[src/rtl/imem_boot_loader.sv]
// Boot loader feeding the instruction memory write port from a byte stream.
// It assembles big-endian words, verifies an XOR checksum and then releases the CPU.
module imem_boot_loader #(
    parameter int unsigned MAX_WORDS = 256,
    parameter int unsigned TIMEOUT   = 1000
) (
    input  logic        CLK,
    input  logic        RST,
    input  logic [7:0]  in_data,
    input  logic        in_valid,
    output logic        in_ready,
    output logic        wr_en,
    output logic [31:0] wr_addr,
    output logic [31:0] wr_data,
    output logic        cpu_run,
    output logic        load_err,
    output logic [15:0] words_loaded
);

    localparam int unsigned BYTE_W = 8;
    localparam int unsigned WORD_W = 32;
    localparam int unsigned CNT_W  = 16;
    localparam int unsigned IDLE_W = 32;

    typedef enum logic [2:0] {
        S_LEN_HI,
        S_LEN_LO,
        S_DATA,
        S_CHK,
        S_DONE,
        S_ERR
    } state_t;

    state_t              state, state_d;
    logic [CNT_W-1:0]    len, len_d;
    logic [CNT_W-1:0]    len_rx;
    logic [CNT_W-1:0]    word_idx, word_idx_d;
    logic [1:0]          byte_cnt, byte_cnt_d;
    logic [WORD_W-1:0]   asm_word, asm_word_d;
    logic [BYTE_W-1:0]   chk, chk_d;
    logic [IDLE_W-1:0]   idle_cnt, idle_cnt_d;
    logic                wr_en_d;
    logic [WORD_W-1:0]   wr_addr_d, wr_data_d;
    logic [CNT_W-1:0]    words_loaded_d;
    logic                in_ready_d, cpu_run_d, load_err_d;
    logic                accept, waiting, timed_out;

    // Next-state and datapath update for one clock.
    always_comb begin
        state_d        = state;
        len_d          = len;
        word_idx_d     = word_idx;
        byte_cnt_d     = byte_cnt;
        asm_word_d     = asm_word;
        chk_d          = chk;
        idle_cnt_d     = idle_cnt;
        wr_en_d        = 1'b0;
        wr_addr_d      = wr_addr;
        wr_data_d      = wr_data;
        words_loaded_d = words_loaded;
        len_rx         = {len[15:8], in_data};

        accept    = in_valid && in_ready;
        waiting   = (state == S_LEN_LO) || (state == S_DATA) || (state == S_CHK);
        timed_out = (TIMEOUT != 0) && waiting && !in_valid
                    && ((idle_cnt + IDLE_W'(1)) == TIMEOUT);

        if (accept) begin
            idle_cnt_d = '0;
        end else if (waiting && !in_valid && (TIMEOUT != 0)) begin
            idle_cnt_d = idle_cnt + IDLE_W'(1);
        end

        case (state)
            S_LEN_HI: begin
                if (accept) begin
                    len_d   = {in_data, 8'h00};
                    state_d = S_LEN_LO;
                end
            end
            S_LEN_LO: begin
                if (accept) begin
                    len_d = len_rx;
                    if (len_rx == '0) begin
                        state_d = S_CHK;
                    end else if (32'(len_rx) > MAX_WORDS) begin
                        state_d = S_ERR;
                    end else begin
                        state_d = S_DATA;
                    end
                end
            end
            S_DATA: begin
                if (accept) begin
                    asm_word_d = {asm_word[23:0], in_data};
                    chk_d      = chk ^ in_data;
                    byte_cnt_d = byte_cnt + 2'd1;
                    // Fourth byte completes a word: write it at its PC byte address.
                    if (byte_cnt == 2'd3) begin
                        wr_en_d        = 1'b1;
                        wr_data_d      = {asm_word[23:0], in_data};
                        wr_addr_d      = {14'b0, word_idx, 2'b00};
                        words_loaded_d = words_loaded + CNT_W'(1);
                        word_idx_d     = word_idx + CNT_W'(1);
                        if (word_idx == (len - CNT_W'(1))) begin
                            state_d = S_CHK;
                        end
                    end
                end
            end
            S_CHK: begin
                if (accept) begin
                    state_d = (in_data == chk) ? S_DONE : S_ERR;
                end
            end
            S_DONE: state_d = S_DONE;
            S_ERR:  state_d = S_ERR;
            default: state_d = S_ERR;
        endcase

        if (timed_out) begin
            state_d = S_ERR;
        end

        in_ready_d = (state_d == S_LEN_HI) || (state_d == S_LEN_LO)
                     || (state_d == S_DATA) || (state_d == S_CHK);
        cpu_run_d  = (state_d == S_DONE);
        load_err_d = (state_d == S_ERR);
    end

    // State and registered outputs.
    always_ff @(posedge CLK or posedge RST) begin
        if (RST) begin
            state        <= S_LEN_HI;
            len          <= '0;
            word_idx     <= '0;
            byte_cnt     <= '0;
            asm_word     <= '0;
            chk          <= '0;
            idle_cnt     <= '0;
            in_ready     <= 1'b1;
            wr_en        <= 1'b0;
            wr_addr      <= '0;
            wr_data      <= '0;
            cpu_run      <= 1'b0;
            load_err     <= 1'b0;
            words_loaded <= '0;
        end else begin
            state        <= state_d;
            len          <= len_d;
            word_idx     <= word_idx_d;
            byte_cnt     <= byte_cnt_d;
            asm_word     <= asm_word_d;
            chk          <= chk_d;
            idle_cnt     <= idle_cnt_d;
            in_ready     <= in_ready_d;
            wr_en        <= wr_en_d;
            wr_addr      <= wr_addr_d;
            wr_data      <= wr_data_d;
            cpu_run      <= cpu_run_d;
            load_err     <= load_err_d;
            words_loaded <= words_loaded_d;
        end
    end

endmodule

[config.mk]
export PLATFORM = sky130hd
export DESIGN_NAME = imem_boot_loader
export DESIGN_NICKNAME = d
export VERILOG_FILES = /design/src/rtl/imem_boot_loader.sv
export SDC_FILE = /design/constraint.sdc
export NUM_CORES = 1
export LEC_CHECK = 0
export CORE_MARGIN = 5
export CORE_UTILIZATION = 35
export CTS_BUF_LIST = sky130_fd_sc_hd__clkbuf_8
export CTS_CLUSTER_SIZE = 30
export DETAILED_ROUTE_END_ITERATION = 6
export MAX_ROUTING_LAYER = met4
export PLACE_DENSITY_LB_ADDON = 0.15
export SLEW_MARGIN = 20
export SYNTH_ARGS = -nofsm -noshare
export SYNTH_HDL_FRONTEND = slang
export SYNTH_SLANG_ARGS = --single-unit
[constraint.sdc]
create_clock -name CLK -period 13.4 [get_ports CLK]
set_input_delay 2.68 -clock CLK [delete_from_list [all_inputs] [get_ports CLK]]
set_output_delay 2.68 -clock CLK [all_outputs]
set_load 0.02 [all_outputs]
==> metrics.yaml <==
cts:
  holdBufCountCts: 0
  clock_latency_ns: 0.48
  htree_levels: 4
  clkTransAtPathRegs_ns: 0.11
  cts_tree: "built"
  cts_made_buffers: 17
  post-cts-setup-buffers: 0
  cts.sinks: 169
  root_buffer: "clkbuf_8"
  cts.path.max_buffers: 2
  cts_resized: 0
grt:
  grt_max_degree: 98
  grt_pass1_wl_mm: 33.69
  grtUsageTotal: 0.1513
  grt_overflow: 0
  antenna_found_initial: 0
  grt_pass1_vias: 6292
logic_synthesis:
  yosysMostFrequentCell: "nand2_1"
  synth_edf_count: 0
  synth_common_cells: "nand2_1 (285), dfrtp_1 (168), o21ai_0 (57)"
  synth-seq-cells: 169
  synth_flop_cell: "dfrtp_1"
  synthDistinctLibCells: 65
  syn_inst: 933
  yosysTopAreaCellShare: 0.4948
  syn_area_sq_um: 8496
  post_synth.cell_area_avg_sq_um: 9.106
  ys_warn_count: 0
  synth_largest_area_cell: "dfrtp_1"
  postSynth.asyncResetShare: 1.000
  synth_area_leaders: "dfrtp_1 (49%), nand2_1 (13%), xnor2_1 (5.2%), o21ai_0 (3.4%), xor2_1 (3.2%)"
  synth-seq-area-share: 0.4979
pwr:
  ir_drop_mv: 0.06594
  leakage_nw: 4.571
  p_per_area_nw_per_um2: 127.1
floorplan:
  die_w_microns: 165.8
  coreArea_sq_um: 24110
  initial_core_util: 0.3524
  die_h_microns: 165.8
  dieArea_sq_um: 27490
  std_cell_rows: 57
  io_pins: 95
critical_path:
  cp_max_fo: 61
  critPathBufInv: 3
  cp.required_ns: 13.80
  cp_cell_sequence: "clkdlybuf4s50_1 -> nand3_1 -> nor3_4 -> nand2_2 -> inv_2 -> buf_4 -> nand4_1 -> nor2b_1 -> nand3_1 -> nor2_1 -> xor2_1"
  startpoint: "in_valid"
  reg2reg_depth: 10
  crit_type: "in -> reg"
  slowest_delay_ns: 0.80
  startpoint_type: "input port"
  end_kind: "flop"
  cp.depth: 11
  crit_family: "simple AND/OR/NAND/NOR gates"
  worst_ep_arrival_time_ns: 6.04
  reg2reg_from: "in_ready"
  slowest_stage: "nor3_4"
  cpMostUsedCell: "nand3_1"
sta:
  worstMarginPinSlew_ns: 1.003
  slew_headroom: 0.3293
  fmax_ghz: 0.1773
  setup_ws_ns: 7.759
  fin_crit_ns: 5.641
  fin_skew_ns: 0.02759
  hold_violations: 0
  finalSetupTns_ns: 0
  drv_slew: 0
  setup-violations-final: 0
  fin_crit_sh: 0.4210
  rsz0062_at_grt: "false"
drt:
  via_per_inst: 4.896
  wl_per_cell_microns: 15.03
  drtIter0Drc: 352
  final_antenna_net_count: 0
  route.detailed.drc: 0
  dr.pass1.iters: 4
  routed_wl_mm: 19.78
  vias: 6443
placement:
  dp_cells: 1284
  place_ws_ns: 7.237
  io_buffers: 78
  place.gp.congestion: 0.7848
  dp_hpwl_mm: 13.22
  dpl_cell_area_sq_um: 9405
worst_hold_path:
  min_from: "asm_word[22]"
  hold_depth: 2
  hold_class: "reg -> reg"
finish:
  fin_nets: 996
  layout-drive-gt1-share: 0.06956
  utilization: 0.4081
  diodes: 0
  fin_area_sq_um: 9838
  fillers: 2479
  final_cells: 1316
  regArea_sq_um: 4230
  multiInputGateArea_sq_um: 3913
  syn2layout_area_growth_pct: 15.80
status:
  status: "completed"
flow_run:
  cap_viol_max_count: 0
[flip-flops by register name, indices dropped and copies added (netlist names)]
register / count
words_loaded: 16
word_idx: 16
byte_cnt: 2
in_ready: 1
load_err: 1
cpu_run: 1
asm_word: 24
idle_cnt: 32
state: 3
wr_en: 1
chk: 8
wr_addr: 16
wr_data: 32
len: 16
[report_power, final]
group / leakage (nW) / total [mW] / switching [mW] / internal [mW]
Clock: 0.213 / 0.381 / 0.234 / 0.146
Combinational: 2.03 / 0.256 / 0.147 / 0.109
Sequential: 2.33 / 0.613 / 0.0655 / 0.548
Total: 4.57 / 1.25 / 0.447 / 0.803
[worst min-delay path: cells and delay by family, from the launching register on]
family / cells / cell delay (ns)
DFF: 1 / 0.36
and+or+nand+nor: 2 / 0.10
[metrics by stage]
step | hold slack, ns | power (mW)
6_report | 0.4691 | 1.250
5_1_grt | 0.4925 | 1.333
4_1_cts | 0.4736 | 1.267
3_5_place_dp | 0.4572 | 0.8801
3_3_place_gp | 0.4503 | 0.8769
2_1_floorplan | 0.4386 | 0.8165
[path summary, 6_finish.rpt]
path                       slack, ns      endpoint
min in group asynchronous       2.78       len[12]
setup / recovery                7.76  word_idx[15]
hold / removal                  0.47   wr_data[30]
hold reg to reg                 0.47   wr_data[30]
setup reg to reg                9.99  word_idx[15]
max in group asynchronous       9.11        len[3]
[area by class of cell]
class | count | area share
Clock buffer | 17 | 0.02378
Clock inverter | 15 | 0.01946
Inverter | 11 | 0.004706
Multi-Input combinational cell | 697 | 0.3977
Sequential cell | 169 | 0.4300
Tap cell | 324 | 0.04121
Timing Repair Buffer | 83 | 0.08317
[metal layers]
metal	part of all wire	routed length, microns	vias to the layer above	track usage
li1	-	-	3211	-
met5	0	0	-	-
met2	0.46	9142	111	0.2321
met3	0.035	694	17	0.03095
met4	0.012	233	0	0.03910
met1	0.49	9710	3104	0.2064
[cell usage in the layout (no fill, tap or decap), drive strengths merged, types with 14 or more instances in the layout]
cell type / Yosys / routed
a21oi: 14 / 14
clkdlybuf4s50: 0 / 78
clkbuf: 35 / 17
dfrtp: 168 / 168
xnor2: 50 / 50
nand2: 285 / 285
nand3: 31 / 31
nand4: 28 / 28
nor2: 38 / 38
inv: 11 / 18
conb: 1 / 16
nor3: 20 / 20
o21ai: 60 / 60
xor2: 31 / 31
[logic make-up (layout without fill, tap and decap cells)]
| logic type | after synthesis | after routing | synth area share |
|---|---|---|---|
| multiplexers | 11 | 11 | 0.01429 |
| other | 1 | 16 | 0.0004414 |
| buffers and inverters | 82 | 126 | 0.04978 |
| AND/OR/NAND/NOR | 464 | 464 | 0.2579 |
| XOR/XNOR | 81 | 81 | 0.08351 |
| flip-flops | 169 | 169 | 0.4979 |
| adder cells (fa/ha/maj) | 6 | 6 | 0.008836 |
| AO/OA/AOI/OAI | 119 | 119 | 0.08734 |
Note: power is estimated with default switching activity, not from simulation.
